$ cat src/rtl/mux_2x1_pkg.sv
// Shared types for the registered 2:1 mux: select encoding and the legal width ceiling.
package mux_2x1_pkg;

  typedef enum logic {
    SEL_IN1 = 1'b0,
    SEL_IN2 = 1'b1
  } sel_e;

  localparam int WIDTH_MAX = 64;

endpackage

$ cat src/rtl/mux_2x1.sv
// Registered 2:1 mux with output enable: one cycle from sampled inputs to out/out_valid.
module mux_2x1
  import mux_2x1_pkg::*;
#(
  parameter int width = 16
) (
  input  logic             clk,
  input  logic             rst,
  input  logic [width-1:0] in1,
  input  logic [width-1:0] in2,
  input  logic             sel,
  input  logic             enable,
  output logic [width-1:0] out,
  output logic             out_valid
);

  if (width < 1 || width > WIDTH_MAX) begin : g_bad_width
    $error("mux_2x1: width must be within 1..%0d", WIDTH_MAX);
  end

  sel_e             sel_s;
  logic [width-1:0] out_d, out_q;
  logic             valid_d, valid_q;

  assign sel_s = sel_e'(sel);

  always_comb begin
    out_d   = '0;
    valid_d = enable;
    if (enable) begin
      out_d = (sel_s == SEL_IN2) ? in2 : in1;
    end
  end

  always_ff @(posedge clk) begin
    if (rst) begin
      out_q   <= '0;
      valid_q <= 1'b0;
    end else begin
      out_q   <= out_d;
      valid_q <= valid_d;
    end
  end

  // Outputs come straight from flops, so nothing downstream sees input-to-output paths.
  assign out       = out_q;
  assign out_valid = valid_q;

endmodule

$ cat config.mk
export PLATFORM = sky130hd
export DESIGN_NAME = mux_2x1
export DESIGN_NICKNAME = d
export VERILOG_FILES = /design/src/rtl/mux_2x1_pkg.sv /design/src/rtl/mux_2x1.sv
export SDC_FILE = /design/constraint.sdc
export NUM_CORES = 1
export LEC_CHECK = 0
export ABC_AREA = 1
export CORE_ASPECT_RATIO = 0.9
export CORE_MARGIN = 1
export CORE_UTILIZATION = 32
export CTS_BUF_LIST = sky130_fd_sc_hd__clkbuf_16
export CTS_CLUSTER_SIZE = 28
export DETAILED_ROUTE_END_ITERATION = 7
export HOLD_SLACK_MARGIN = 0.08
export PLACE_DENSITY = 0.73
export SKIP_CTS_REPAIR_TIMING = 1
export SYNTH_ARGS = -nofsm -noshare
export SYNTH_HDL_FRONTEND = slang
export SYNTH_SLANG_ARGS = --single-unit
$ cat constraint.sdc
create_clock -name clk -period 1.1 [get_ports clk]
set_clock_uncertainty 0.2 [all_clocks]
set_input_delay 0.22 -clock clk [delete_from_list [all_inputs] [get_ports clk]]
set_output_delay 0.22 -clock clk [all_outputs]
set_load 0.05 [all_outputs]
==> impl_results.md, run 1 <==
* Die W at 50.88 um
* DRC at 0
* Pwr/cell area at 1180 nW/um^2
* Detailed placement HPWL at 1.442 mm
* Die area at 2340 um^2
* Setup crit start kind: register
* Commonest non-fill, non-tap cell in the layout: clkdlybuf4s50_1
* Netlist Area Pre-Place at 688.2 um^2
* CTS tree: yes
* 1st-iter DRT viols at 6
* Worst-path fanout max at 1
* Tmin final at 1156 ps
* H-tree depth at 1
* GR Overflow Total at 0
* Sequential power share at 34.7%
* Crit-path max cell delay at 350 ps
* Fillers at 104
* Clock share of power at 38.6%
* Setup WS post-layout at -55.76 ps
* Final Max Slew Viols at 0
* Fin crit share at 105.1%
* Initial antenna violation count at 0
* Die Height at 46.00 um
* Share of the synthesized area in the top cell type at 49.45%
* Worst Hold Class: in -> reg
* Cells taking the most area after synthesis: dfxtp_1 49%, a21oi_2 13%, nand2_1 12%
* CP Class: reg -> out
* Hold Fails Final Rpt at 0
* Gr usage total at 19.00%
* Most frequent cells in the layout: 32 x clkdlybuf4s50_1, 22 x nand2_1, 20 x buf_12
* IO buf count at 52
* Crit-path slowest cell: dfxtp_2
* Tot Pwr at 1.936 mW
* Area of the multi-input gates at 302.8 um^2
* GPL Wtd Cong at 0.7067
* Top-Level Pins at 53
* Placed Cells at 148
* Nets@finish at 169
* Internal power at 1.426 mW
* Buf/Inv on CP at 1
* Max clock buf depth at 2
* Rel. slew slack at 84.22%
* Routed vias/inst at 4.732
* Maximum vdd ir drop at 0.8524 mV
* Area growth syn-to-layout at 138.4%
* Sw frac at 26.34%
* Number of global-route vias before repair at 719
* Net Count, Synth at 109
* Synth Register Bits at 17
* RSZ-0062 raised after global routing: yes
* Fmax at 0.8652 GHz
* Initial Util at 34.92%
* Root Buffer: clkbuf_16
* Number of library cell types mapped by synthesis at 11
* Maxcap violations at 0
* WHS Path Cells at 5
* Combinational family with the most area after synthesis: simple AND/OR/NAND/NOR gates
* CTS buffer count at 3
* Fraction of layout cells with a size suffix above 1 at 53.79%
* First-pass GRT wire length at 3.125 mm
* Post-synthesis xor/xnor area fraction at 0%
* Placeable Area at 1971 um^2
* CP endpoint kind: output port
* Via total after detailed routing at 743
* TritonRoute pass-1 iters at 4
* Final instance count without filler cells at 157
* Critical path depth at 1
* # rows at 15
* CP delay by family, top: flip-flops
* Endpoints failing setup at 17
* Crit path arrival time at 740 ps
* Synth Instances at 73
* # diodes at 0
* Post-synthesis sequential area ratio at 49.45%
* Leak at 0.6978 nW
* Syn Area/Cell at 9.427 um^2
* Wire length per cell at 17.39 um
* Compound-Gate Fraction of Synth Area at 17.09%
* Switching pwr at 0.5098 mW
* Final WL at 2.731 mm
* Clk pin slew, worst setup/hold paths at 50 ps
* Post-Synth Adder-Cell Area at 0%
* Post-synthesis mux area share at 0%
* Largest net degree at the start of global routing at 18
* ANT nets after route at 0
* Critical path, cell by cell: buf_12
* Worst slew pin tran at 236.4 ps
* WP data required at 680 ps
* Logic pwr share at 26.7%
* Sequential cell area at 361.6 um^2
* Synth area leader: dfxtp_1
* Outcome: finished with violations
* CTS sink cnt at 17
* Failing checks: setup timing
* Yosys warns at 0
* Post-synthesis simple-gate area fraction at 23.45%
## stage by stage
stage	hold slack [ps]	TNS (ps)	cell area, um^2	setup WS, ps	util (%)
after floorplan	148.5	0	688.2	92.67	-
after global placement	466.3	-4839	1400	-308.0	71.05
after detailed placement	467.7	-5155	1400	-350.6	71.05
after CTS	326.5	-2088	1480	-97.78	75.11
after global routing	224.1	-982.3	1640	-68.69	83.24
final	203.0	-728.0	1640	-55.76	83.24
## worst paths after layout
check / from / end / slack, ps
worst max-delay path: out[2] / out[2] / -60
worst min-delay path: rst / out[14] / 200
## Yosys cell counts
cell type  count
dfxtp_1       17
inv_1          2
buf_4          1
buf_6          2
nand2_2        9
a21oi_1        6
nand2_1       22
buf_12         1
inv_8          1
a21oi_2       10
nand2_4        2
## cell families (layout without fill, tap and decap cells)
| group | count (synthesis) | after routing |
|---|---|---|
| simple gates | 33 | 33 |
| flops | 17 | 17 |
| compound gates | 16 | 16 |
| buf+inv | 7 | 66 |
## routing by layer
metal	vias to the layer above	track usage (%)	wire [um]
met5	-	0	0
li1	348	-	-
met1	366	16.67	982
met3	9	3.333	80
met4	0	8.333	103
met2	20	41.87	1565
## area by class of cell
class	instances	area share, %
Clock buffer	3	4.577
Clock inverter	1	0.3051
Inverter	3	1.449
Multi-Input combinational cell	49	18.46
Sequential cell	17	22.04
Tap cell	25	1.907
Timing Repair Buffer	59	51.26
## state kept, by name, summed over array words and instances (netlist names)
register	count
out_valid	1
out	16
## power groups by stage
stage / Clock [mW] / Sequential [mW] / Combinational, mW
6_report: 0.747 / 0.672 / 0.516
5_1_grt: 0.782 / 0.675 / 0.536
4_1_cts: 0.737 / 0.667 / 0.454
3_5_place_dp: 0 / 0.680 / 0.451
3_3_place_gp: 0 / 0.679 / 0.445
2_1_floorplan: 0 / 0.761 / 0.102
No activity file was read; power rests on OpenSTA's default activity.
==> inputs of run 2 (changes only) <==
- CORE_UTILIZATION: 32 -> 30
- PLACE_DENSITY: 0.73 -> 0.69
- TNS_END_PERCENT: unset -> 20
==> run 2 against run 1 <==
  * Critical path type unchanged
  * Power decreased by 3.3%
  * Count of clock-buffer cells in the layout stayed put
  * The flow still finishes with violations (setup timing)
  * Highest routed layer unchanged
  * Clock power fell by 5.1%
  * Non-clock buffer count is the same
  * Setup slack better by 10 ps
==> impl_results.md, run 2 (synthesis gave the netlist of run 1 again) <==
* Die Height at 47.44 um (+3.1%)
* Crit-path max cell delay at 340 ps (about the same)
* Most frequent cells in the layout: 32 x clkdlybuf4s50_1, 22 x nand2_1, 19 x buf_12
* Final WL at 2.001 mm (-27%)
* Initial Util at 31.83% (-3.1 points)
* Pwr/cell area at 1162 nW/um^2 (-1.5%)
* CTS buffer count at 3 (unchanged)
* Maximum vdd ir drop at 0.8442 mV (-0.96%)
* IO buf count at 52 (unchanged)
* # diodes at 0 (unchanged)
* Fin crit share at 104.2% (-0.91 points)
* Setup crit start kind: register
* Routed vias/inst at 4.403 (-7.0%)
* Die area at 2490 um^2 (+6.4%)
* Initial antenna violation count at 0 (unchanged)
* Hold WS at 194.2 ps (-8.779 ps)
* DRC at 0 (unchanged)
* Placed Area at 1403 um^2 (+0.18%)
* Maxcap violations at 0 (unchanged)
* Area growth syn-to-layout at 134.2%
* Top-Level Pins at 53 (unchanged)
* # rows at 16 (+1)
* Worst-path fanout max at 1 (unchanged)
* Placed Cells at 150 (+1.4%)
* Largest register FFs at 16 (unchanged)
* Number of global-route vias before repair at 605 (-16%)
* TritonRoute pass-1 iters at 3 (-1)
* Crit path arrival time at 730 ps (about the same)
* ANT nets after route at 0 (unchanged)
* CP delay by family, top: flip-flops
* Leak at 0.6875 nW (-1.5%)
* Placeable Area at 2162 um^2 (+9.7%)
* Endpoints failing setup at 17 (unchanged)
* WP data required at 680 ps (about the same)
* Largest net degree at the start of global routing at 18 (unchanged)
* Final Max Slew Viols at 0 (unchanged)
* Root Buffer: clkbuf_16
* Final instance count without filler cells at 159 (+1.3%)
* CTS tree: yes
* Via total after detailed routing at 700 (-5.8%)
* Tmin final at 1146 ps (-9.991 ps)
* GR Overflow Total at 0 (unchanged)
* Die W at 52.49 um (+3.2%)
* Rel. slew slack at 85.21% (+0.99 points)
* First-pass GRT wire length at 2.587 mm (-17%)
* Fillers at 139 (+34%)
* Setup WS post-layout at -45.77 ps (+9.991 ps)
* Tot Pwr at 1.872 mW (-3.3%)
* Gr usage total at 15.69% (-3.3 points)
* Nets@finish at 169 (unchanged)
* GPL Wtd Cong at 0.7346 (+3.9%)
* Worst slew pin tran at 221.6 ps (-14.82 ps)
* Detailed placement HPWL at 1.366 mm (-5.3%)
* Hold Fails Final Rpt at 0 (unchanged)
* Post-route cell area at 1612 um^2 (-1.8%)
* RSZ-0062 raised after global routing: yes
* Worst Hold Class: in -> reg
* Post-layout util at 74.54% (-8.7 points)
* Fraction of layout cells with a size suffix above 1 at 52.27% (-1.5 points)
* Failing checks: setup timing
* Commonest non-fill, non-tap cell in the layout: clkdlybuf4s50_1
* Fmax at 0.8728 GHz (+0.87%)
* Outcome: finished with violations
* CTS sink cnt at 17 (unchanged)
* H-tree depth at 1 (unchanged)
* CP endpoint kind: output port
* Max clock buf depth at 2 (unchanged)
* Crit-path slowest cell: dfxtp_2
* CP Class: reg -> out
* Wire length per cell at 12.58 um (-28%)
* 1st-iter DRT viols at 5 (-1)
* Clk pin slew, worst setup/hold paths at 50 ps (about the same)
* Buf/Inv on CP at 1 (unchanged)
* Critical path, cell by cell: buf_12
-- run 2: worst paths after layout --
kind | depth (start not counted) | startpoint | end | slack, ps
max | 1 | out[1] | out[1] | -50
min | 5 | rst | out[8] | 190
-- run 2: layout make-up --
cell class              instances  area [um^2]  area share, %
repair buffers                 59        814.5          50.54
flip-flops and latches         17        361.6          22.44
multi-input cells              49        299.0          18.56
clock buffers                   3        75.07          4.658
well taps                      27        33.78          2.096
inverters                       3        23.77          1.475
clock inverters                 1        3.754         0.2329
-- run 2: power breakdown --
group / switching (mW) / leakage, nW / total [mW] / internal [mW]
logic: 0.212 / 0.499 / 0.490 / 0.279
registers: 0.0220 / 0.146 / 0.673 / 0.651
clock network: 0.227 / 0.0423 / 0.709 / 0.482
-- run 2: per-layer routing --
layer	up-vias	wire length, um	global-route usage (%)
met2	42	920	25.57
met5	-	0	0
li1	346	-	-
met3	5	201	4.762
met4	0	54	12.63
met1	307	825	17.37
-- run 2: through the flow --
stage               setup WS (ps)  setup TNS (ps)
finish                     -45.77          -582.7
global route               -59.45          -863.3
CTS                        -82.87           -1998
detailed placement         -334.2           -5170
global placement           -300.8           -4815
floorplan                   92.67               0
